[src/rtl/bp_pkg.sv]
// Shared types and constants for the branch-predictor update controller.
package bp_pkg;

    typedef struct packed {
        logic [31:0] pc;
        logic        taken;
        logic [31:0] target;
    } bp_update_t;

    typedef enum logic [1:0] {
        RUN   = 2'd0,
        DRAIN = 2'd1,
        ACK   = 2'd2
    } bp_ctrl_state_e;

    localparam logic [31:0] PC_INC_RVC  = 32'd2;
    localparam logic [31:0] PC_INC_RV32 = 32'd4;

endpackage

[src/rtl/bp_upd_fifo.sv]
// Training-update queue: synchronous FIFO of bp_update_t entries.
module bp_upd_fifo
    import bp_pkg::*;
#(
    parameter int DEPTH = 4,
    parameter int AW    = $clog2(DEPTH)
) (
    input  logic        clk,
    input  logic        rst_n,
    input  logic        push,
    input  bp_update_t  push_data,
    input  logic        pop,
    output bp_update_t  head,
    output logic        full,
    output logic        empty,
    output logic [AW:0] level
);

    bp_update_t    mem_q [DEPTH];
    bp_update_t    mem_d [DEPTH];
    logic [AW-1:0] wr_ptr_q, wr_ptr_d;
    logic [AW-1:0] rd_ptr_q, rd_ptr_d;
    logic [AW:0]   level_q, level_d;
    logic          do_push;
    logic          do_pop;

    assign full    = (level_q == (AW+1)'(DEPTH));
    assign empty   = (level_q == '0);
    assign level   = level_q;
    assign head    = mem_q[rd_ptr_q];
    assign do_push = push && !full;
    assign do_pop  = pop && !empty;

    // Pointers are AW bits wide so they wrap modulo DEPTH on their own.
    always_comb begin
        mem_d    = mem_q;
        wr_ptr_d = wr_ptr_q;
        rd_ptr_d = rd_ptr_q;
        level_d  = level_q;
        if (do_push) begin
            mem_d[wr_ptr_q] = push_data;
            wr_ptr_d        = wr_ptr_q + AW'(1);
        end
        if (do_pop) begin
            rd_ptr_d = rd_ptr_q + AW'(1);
        end
        case ({do_push, do_pop})
            2'b10:   level_d = level_q + (AW+1)'(1);
            2'b01:   level_d = level_q - (AW+1)'(1);
            default: level_d = level_q;
        endcase
    end

    always_ff @(posedge clk or negedge rst_n) begin
        if (!rst_n) begin
            for (int i = 0; i < DEPTH; i++) begin
                mem_q[i] <= '0;
            end
            wr_ptr_q <= '0;
            rd_ptr_q <= '0;
            level_q  <= '0;
        end else begin
            mem_q    <= mem_d;
            wr_ptr_q <= wr_ptr_d;
            rd_ptr_q <= rd_ptr_d;
            level_q  <= level_d;
        end
    end

endmodule

[src/rtl/bp_update_ctrl.sv]
// Branch predictor update controller: mispredict redirect, training queue drain,
// fence handshake and saturating branch statistics.
//
//  state | meaning
//  RUN   | accepting resolution records, draining training in background
//  DRAIN | fence in progress, no new records, draining until queue empty
//  ACK   | queue empty, fence_ack pulses this cycle, back to RUN next
module bp_update_ctrl
    import bp_pkg::*;
#(
    parameter int FIFO_DEPTH = 4,
    parameter int STAT_W     = 32
) (
    input  logic                        clk,
    input  logic                        rst_n,
    input  logic                        res_valid,
    output logic                        res_ready,
    input  logic [31:0]                 res_pc,
    input  logic                        res_is_rvc,
    input  logic                        res_is_cti,
    input  logic                        res_taken,
    input  logic [31:0]                 res_target,
    input  logic                        res_pred_taken,
    input  logic                        res_pred_valid,
    input  logic [31:0]                 res_pred_target,
    input  logic                        train_en,
    output logic                        redirect_valid,
    output logic [31:0]                 redirect_pc,
    output logic                        upd_en,
    output logic [31:0]                 upd_pc,
    output logic                        upd_taken,
    output logic [31:0]                 upd_target,
    input  logic                        upd_stall,
    input  logic                        fence_req,
    output logic                        fence_ack,
    output logic [$clog2(FIFO_DEPTH):0] fifo_level,
    output logic [STAT_W-1:0]           stat_branches,
    output logic [STAT_W-1:0]           stat_mispredicts
);

    bp_ctrl_state_e    state_q, state_d;
    logic              redirect_valid_q, redirect_valid_d;
    logic [31:0]       redirect_pc_q, redirect_pc_d;
    logic [STAT_W-1:0] stat_br_q, stat_br_d;
    logic [STAT_W-1:0] stat_mp_q, stat_mp_d;

    logic       pred_eff;
    logic       mispredict;
    logic       accept;
    logic       fifo_push;
    logic       fifo_full;
    logic       fifo_empty;
    bp_update_t fifo_head;
    bp_update_t push_entry;

    assign pred_eff   = res_pred_taken && res_pred_valid;
    assign mispredict = res_is_cti &&
                        ((res_taken != pred_eff) ||
                         (res_taken && pred_eff && (res_target != res_pred_target)));
    assign accept     = res_valid && res_ready;
    assign fifo_push  = accept && res_is_cti && train_en;
    assign push_entry = '{pc: res_pc, taken: res_taken, target: res_target};

    bp_upd_fifo #(
        .DEPTH (FIFO_DEPTH)
    ) u_fifo (
        .clk       (clk),
        .rst_n     (rst_n),
        .push      (fifo_push),
        .push_data (push_entry),
        .pop       (upd_en),
        .head      (fifo_head),
        .full      (fifo_full),
        .empty     (fifo_empty),
        .level     (fifo_level)
    );

    assign upd_en     = !fifo_empty && !upd_stall;
    assign upd_pc     = fifo_empty ? '0   : fifo_head.pc;
    assign upd_taken  = fifo_empty ? 1'b0 : fifo_head.taken;
    assign upd_target = fifo_empty ? '0   : fifo_head.target;

    // Ready looks at fence_req combinationally so a record presented in the
    // same cycle as the fence request is refused.
    always_comb begin
        state_d   = state_q;
        res_ready = 1'b0;
        fence_ack = 1'b0;
        case (state_q)
            RUN: begin
                res_ready = !fence_req && !fifo_full;
                if (fence_req) begin
                    state_d = DRAIN;
                end
            end
            DRAIN: begin
                if (fifo_empty) begin
                    state_d = ACK;
                end
            end
            ACK: begin
                fence_ack = 1'b1;
                state_d   = RUN;
            end
            default: state_d = RUN;
        endcase
    end

    always_comb begin
        redirect_valid_d = accept && mispredict;
        redirect_pc_d    = '0;
        if (accept && mispredict) begin
            redirect_pc_d = res_taken ? res_target
                                      : res_pc + (res_is_rvc ? PC_INC_RVC : PC_INC_RV32);
        end
        stat_br_d = stat_br_q;
        stat_mp_d = stat_mp_q;
        if (accept && res_is_cti && (stat_br_q != '1)) begin
            stat_br_d = stat_br_q + STAT_W'(1);
        end
        if (accept && mispredict && (stat_mp_q != '1)) begin
            stat_mp_d = stat_mp_q + STAT_W'(1);
        end
    end

    always_ff @(posedge clk or negedge rst_n) begin
        if (!rst_n) begin
            state_q          <= RUN;
            redirect_valid_q <= 1'b0;
            redirect_pc_q    <= '0;
            stat_br_q        <= '0;
            stat_mp_q        <= '0;
        end else begin
            state_q          <= state_d;
            redirect_valid_q <= redirect_valid_d;
            redirect_pc_q    <= redirect_pc_d;
            stat_br_q        <= stat_br_d;
            stat_mp_q        <= stat_mp_d;
        end
    end

    assign redirect_valid   = redirect_valid_q;
    assign redirect_pc      = redirect_pc_q;
    assign stat_branches    = stat_br_q;
    assign stat_mispredicts = stat_mp_q;

endmodule

[config.mk]
export PLATFORM = sky130hd
export DESIGN_NAME = bp_update_ctrl
export DESIGN_NICKNAME = d
export VERILOG_FILES = /design/src/rtl/bp_pkg.sv /design/src/rtl/bp_upd_fifo.sv /design/src/rtl/bp_update_ctrl.sv
export SDC_FILE = /design/constraint.sdc
export NUM_CORES = 1
export LEC_CHECK = 0
export CAP_MARGIN = 20
export CORE_ASPECT_RATIO = 1.1
export CORE_MARGIN = 2
export CORE_UTILIZATION = 28
export CTS_CLUSTER_SIZE = 28
export DETAILED_ROUTE_END_ITERATION = 6
export PLACE_DENSITY = 0.59
export SLEW_MARGIN = 15
export SYNTH_ARGS = -nofsm -noshare
export SYNTH_HDL_FRONTEND = slang
export SYNTH_SLANG_ARGS = --single-unit
[constraint.sdc]
create_clock -name clk -period 2.9 [get_ports clk]
set_input_delay 0.29 -clock clk [delete_from_list [all_inputs] [get_ports clk]]
set_output_delay 0.29 -clock clk [all_outputs]
set_load 0.05 [all_outputs]
==> impl_metrics.toml <==
[clock_tree]
clkSinkCount = 366
cts.htree.levels = 2
cts-root-buf = "clkbuf_16"
clkTransAtPathRegs_ns = 0.06
cts_tree = "built"
clock_path_buffers = 3
cts-resized-gates = 0
clk_latency_ns = 0.56
cts_made_buffers = 41
hold_buffers = 1
post-cts-setup-buffers = 0

[critical_path]
critical-path-top-delay-family = "flip-flops"
crit_cells = 4
r2r_cells = 8
crit_path_end_kind = "output pin"
cp.arrival_ns = 2.49
critical-path-max-stage-delay_ns = 0.68
path_common_cell = "buf_4"
worstPathCellList = "buf_4 > mux4_2 > nor2b_1 > buf_4"
path_buf_inv = 2
crit_start = "u_fifo.rd_ptr_q[0]"
worst-path-max-fanout = 14
critPathLaunchType = "register"
r2r_slack_ns = 0.33
critPathSlowestCell = "dfrtp_4"
cp.required_ns = 2.61
crit_type = "reg -> out"
r2r_start = "stat_mispredicts[5]"

[job]
drv_cap = 0

[sta]
grt_setup_unrepaired = "no"
final-setup-viol-count = 0
min_period_over_period = 0.959
period_minus_slack_ns = 2.78
fmax_mhz = 360
fin_ws_ns = 0.118
whs_ns = 0.235
tightest_slew_ns = 0.895
hold_viol = 0
skew_ns = 0.0172
maxSlewHeadroom = 0.401
report.final.slew_viol_count = 0

[final_layout]
layout.cells.non_filler = 2532
syn2layout_area_growth_pct = 31.8
antennaDiodeCount = 0
drive_gt1_frac = 0.351
fin_area_mm2 = 0.0233
fin_nets = 1789

[floorplan]
io_pins = 275
die-area_mm2 = 0.0652
die_w_um = 244
core_mm2 = 0.0625
start_util = 0.283
row_count = 96
chipHeight_um = 268

[power_and_ir_drop]
ir_drop_mv = 0.553
p_clk_frac = 0.278
total_power_w = 0.0189
p_sw_w = 0.00660
cellLeakagePower_nw = 11.0
pwr-share-seq = 0.370
switching_share = 0.349
combPwrFrac = 0.351
p_int_w = 0.0123
pwr_density_cell_mw_per_mm2 = 810

[global_routing]
first_global_vias = 12900
overflow = 0
track_usage = 0.169
grt_start_max_net_pins = 117
grt_pass1_wl_mm = 83.6
antenna_found_initial = 2

[synth]
synthFlopType = "dfrtp_1"
synth.net_count = 1435
yosysMostFrequentCell = "dfrtp_1"
synth_area_leaders = "dfrtp_1 (52%), mux2_2 (12%), mux4_2 (8.3%), mux2_4 (4.8%), xor2_1 (4.5%)"
synth_area_leader_cell = "dfrtp_1"
yosys_warnings = 0
syn_avg_cell_area_um2 = 13.4
ys_types = 41
synth_area_mm2 = 0.0177
synth-edff-count = 0
yosysTopAreaCellShare = 0.518
synth-async-reset-ratio = 1.00
synth_top_cells_by_count = "dfrtp_1 (366), mux2_2 (195), xor2_1 (91)"
syn-instance-count = 1316
ys_seq_area_frac = 0.518
synth_seq_cells = 366

[route]
vias_per_cell = 4.72
dr.pass1.iters = 5
num_vias = 12000
avgRoutedWirePerCell_um = 21.8
drt_wl_total_mm = 55.2
drc = 0
dr.first_iter.drc_count = 729
postRouteAntennaNets = 0

[placement]
gp_congestion = 0.839
dp_hpwl_mm = 39.1
numPortBuffers = 274
placed_area_mm2 = 0.0220
dp.cells = 2459
dp_slack_ns = -0.309

[outcome]
status = "completed"

[hold_path]
hold_class = "in -> async"
==> power groups by stage <==
stage                     registers, W  clock network (W)  logic, W
after CTS                      0.00698            0.00543   0.00675
after floorplan                0.00700                  0   0.00432
after detailed placement       0.00706                  0   0.00672
after global routing           0.00713            0.00562   0.00704
final                          0.00699            0.00526   0.00663
after global placement         0.00698                  0   0.00664
==> registers in the layout (all words and copies together), names as in the netlist <==
register / flops
redirect_valid: 1
u_fifo.wr_ptr_q: 2
state_q: 2
redirect_pc: 32
stat_mispredicts: 32
u_fifo.level: 3
u_fifo.mem_q: 260
u_fifo.rd_ptr_q: 2
stat_branches: 32
==> cells by family (layout without fill, tap and decap cells) <==
| family | Yosys count | in the layout | synth area share |
|---|---|---|---|
| flip-flops | 366 | 366 | 0.518 |
| AO/OA/AOI/OAI | 45 | 45 | 0.0158 |
| XOR/XNOR | 124 | 124 | 0.0614 |
| multiplexers | 330 | 330 | 0.262 |
| adder cells (fa/ha/maj) | 12 | 12 | 0.00933 |
| AND/OR/NAND/NOR | 344 | 344 | 0.106 |
| buffers and inverters | 95 | 478 | 0.0279 |
==> worst paths after layout <==
| path | endpoint |
|---|---|
| worst max-delay path | upd_target[7] |
| worst min-delay path | u_fifo.mem_q[128] |
| worst max register to register | stat_mispredicts[5] |
| worst min register to register | u_fifo.mem_q[121] |
| max in group asynchronous | stat_mispredicts[25] |
| min in group clk | state_q[0] |
==> cell type report <==
type	instances	area (µm²)
Clock buffer	59	1210
Fill cell	6049	39100
Inverter	17	66.3
Timing Repair Buffer	389	3630
Tap cell	833	1040
Clock inverter	13	133
Multi-Input combinational cell	855	8070
Sequential cell	366	9170
==> worst reg2reg max path, delay by kind of cell (launching register included) <==
kind	cells	cell delay, ns
xor+xnor	1	0.16
flops	1	0.47
buf+inv	1	0.30
simple gates	6	1.50
==> layout by cell type, fill, tap and decap left out, types with 16 or more instances in the layout <==
master	synthesis	routed
dfrtp_1	366	361
clkdlybuf4s50_1	0	206
mux2_2	195	195
buf_4	0	165
xor2_1	91	91
nor2_1	78	77
nor2b_1	67	67
mux4_2	65	65
nand2_1	58	58
mux2_4	56	56
clkbuf_16	0	41
xnor2_1	33	33
nand3_1	31	31
a21oi_1	24	24
nand4_1	23	23
nor3_1	24	23
o21ai_0	16	16
==> per-layer routing <==
layer,up-vias,GRT usage,routed length (µm)
met5,-,0,13
met4,2,0.0399,1050
met3,59,0.0346,2660
met2,304,0.268,25600
met1,6237,0.237,25900
li1,5358,-,-
==> stage by stage <==
stage                     TNS [ns]  utilization
after floorplan            -0.0842            -
after global placement       -7.80        0.352
after CTS                        0        0.373
final                            0        0.373
after global routing             0        0.373
after detailed placement     -8.93        0.352
Note: power is estimated with default switching activity, not from simulation.
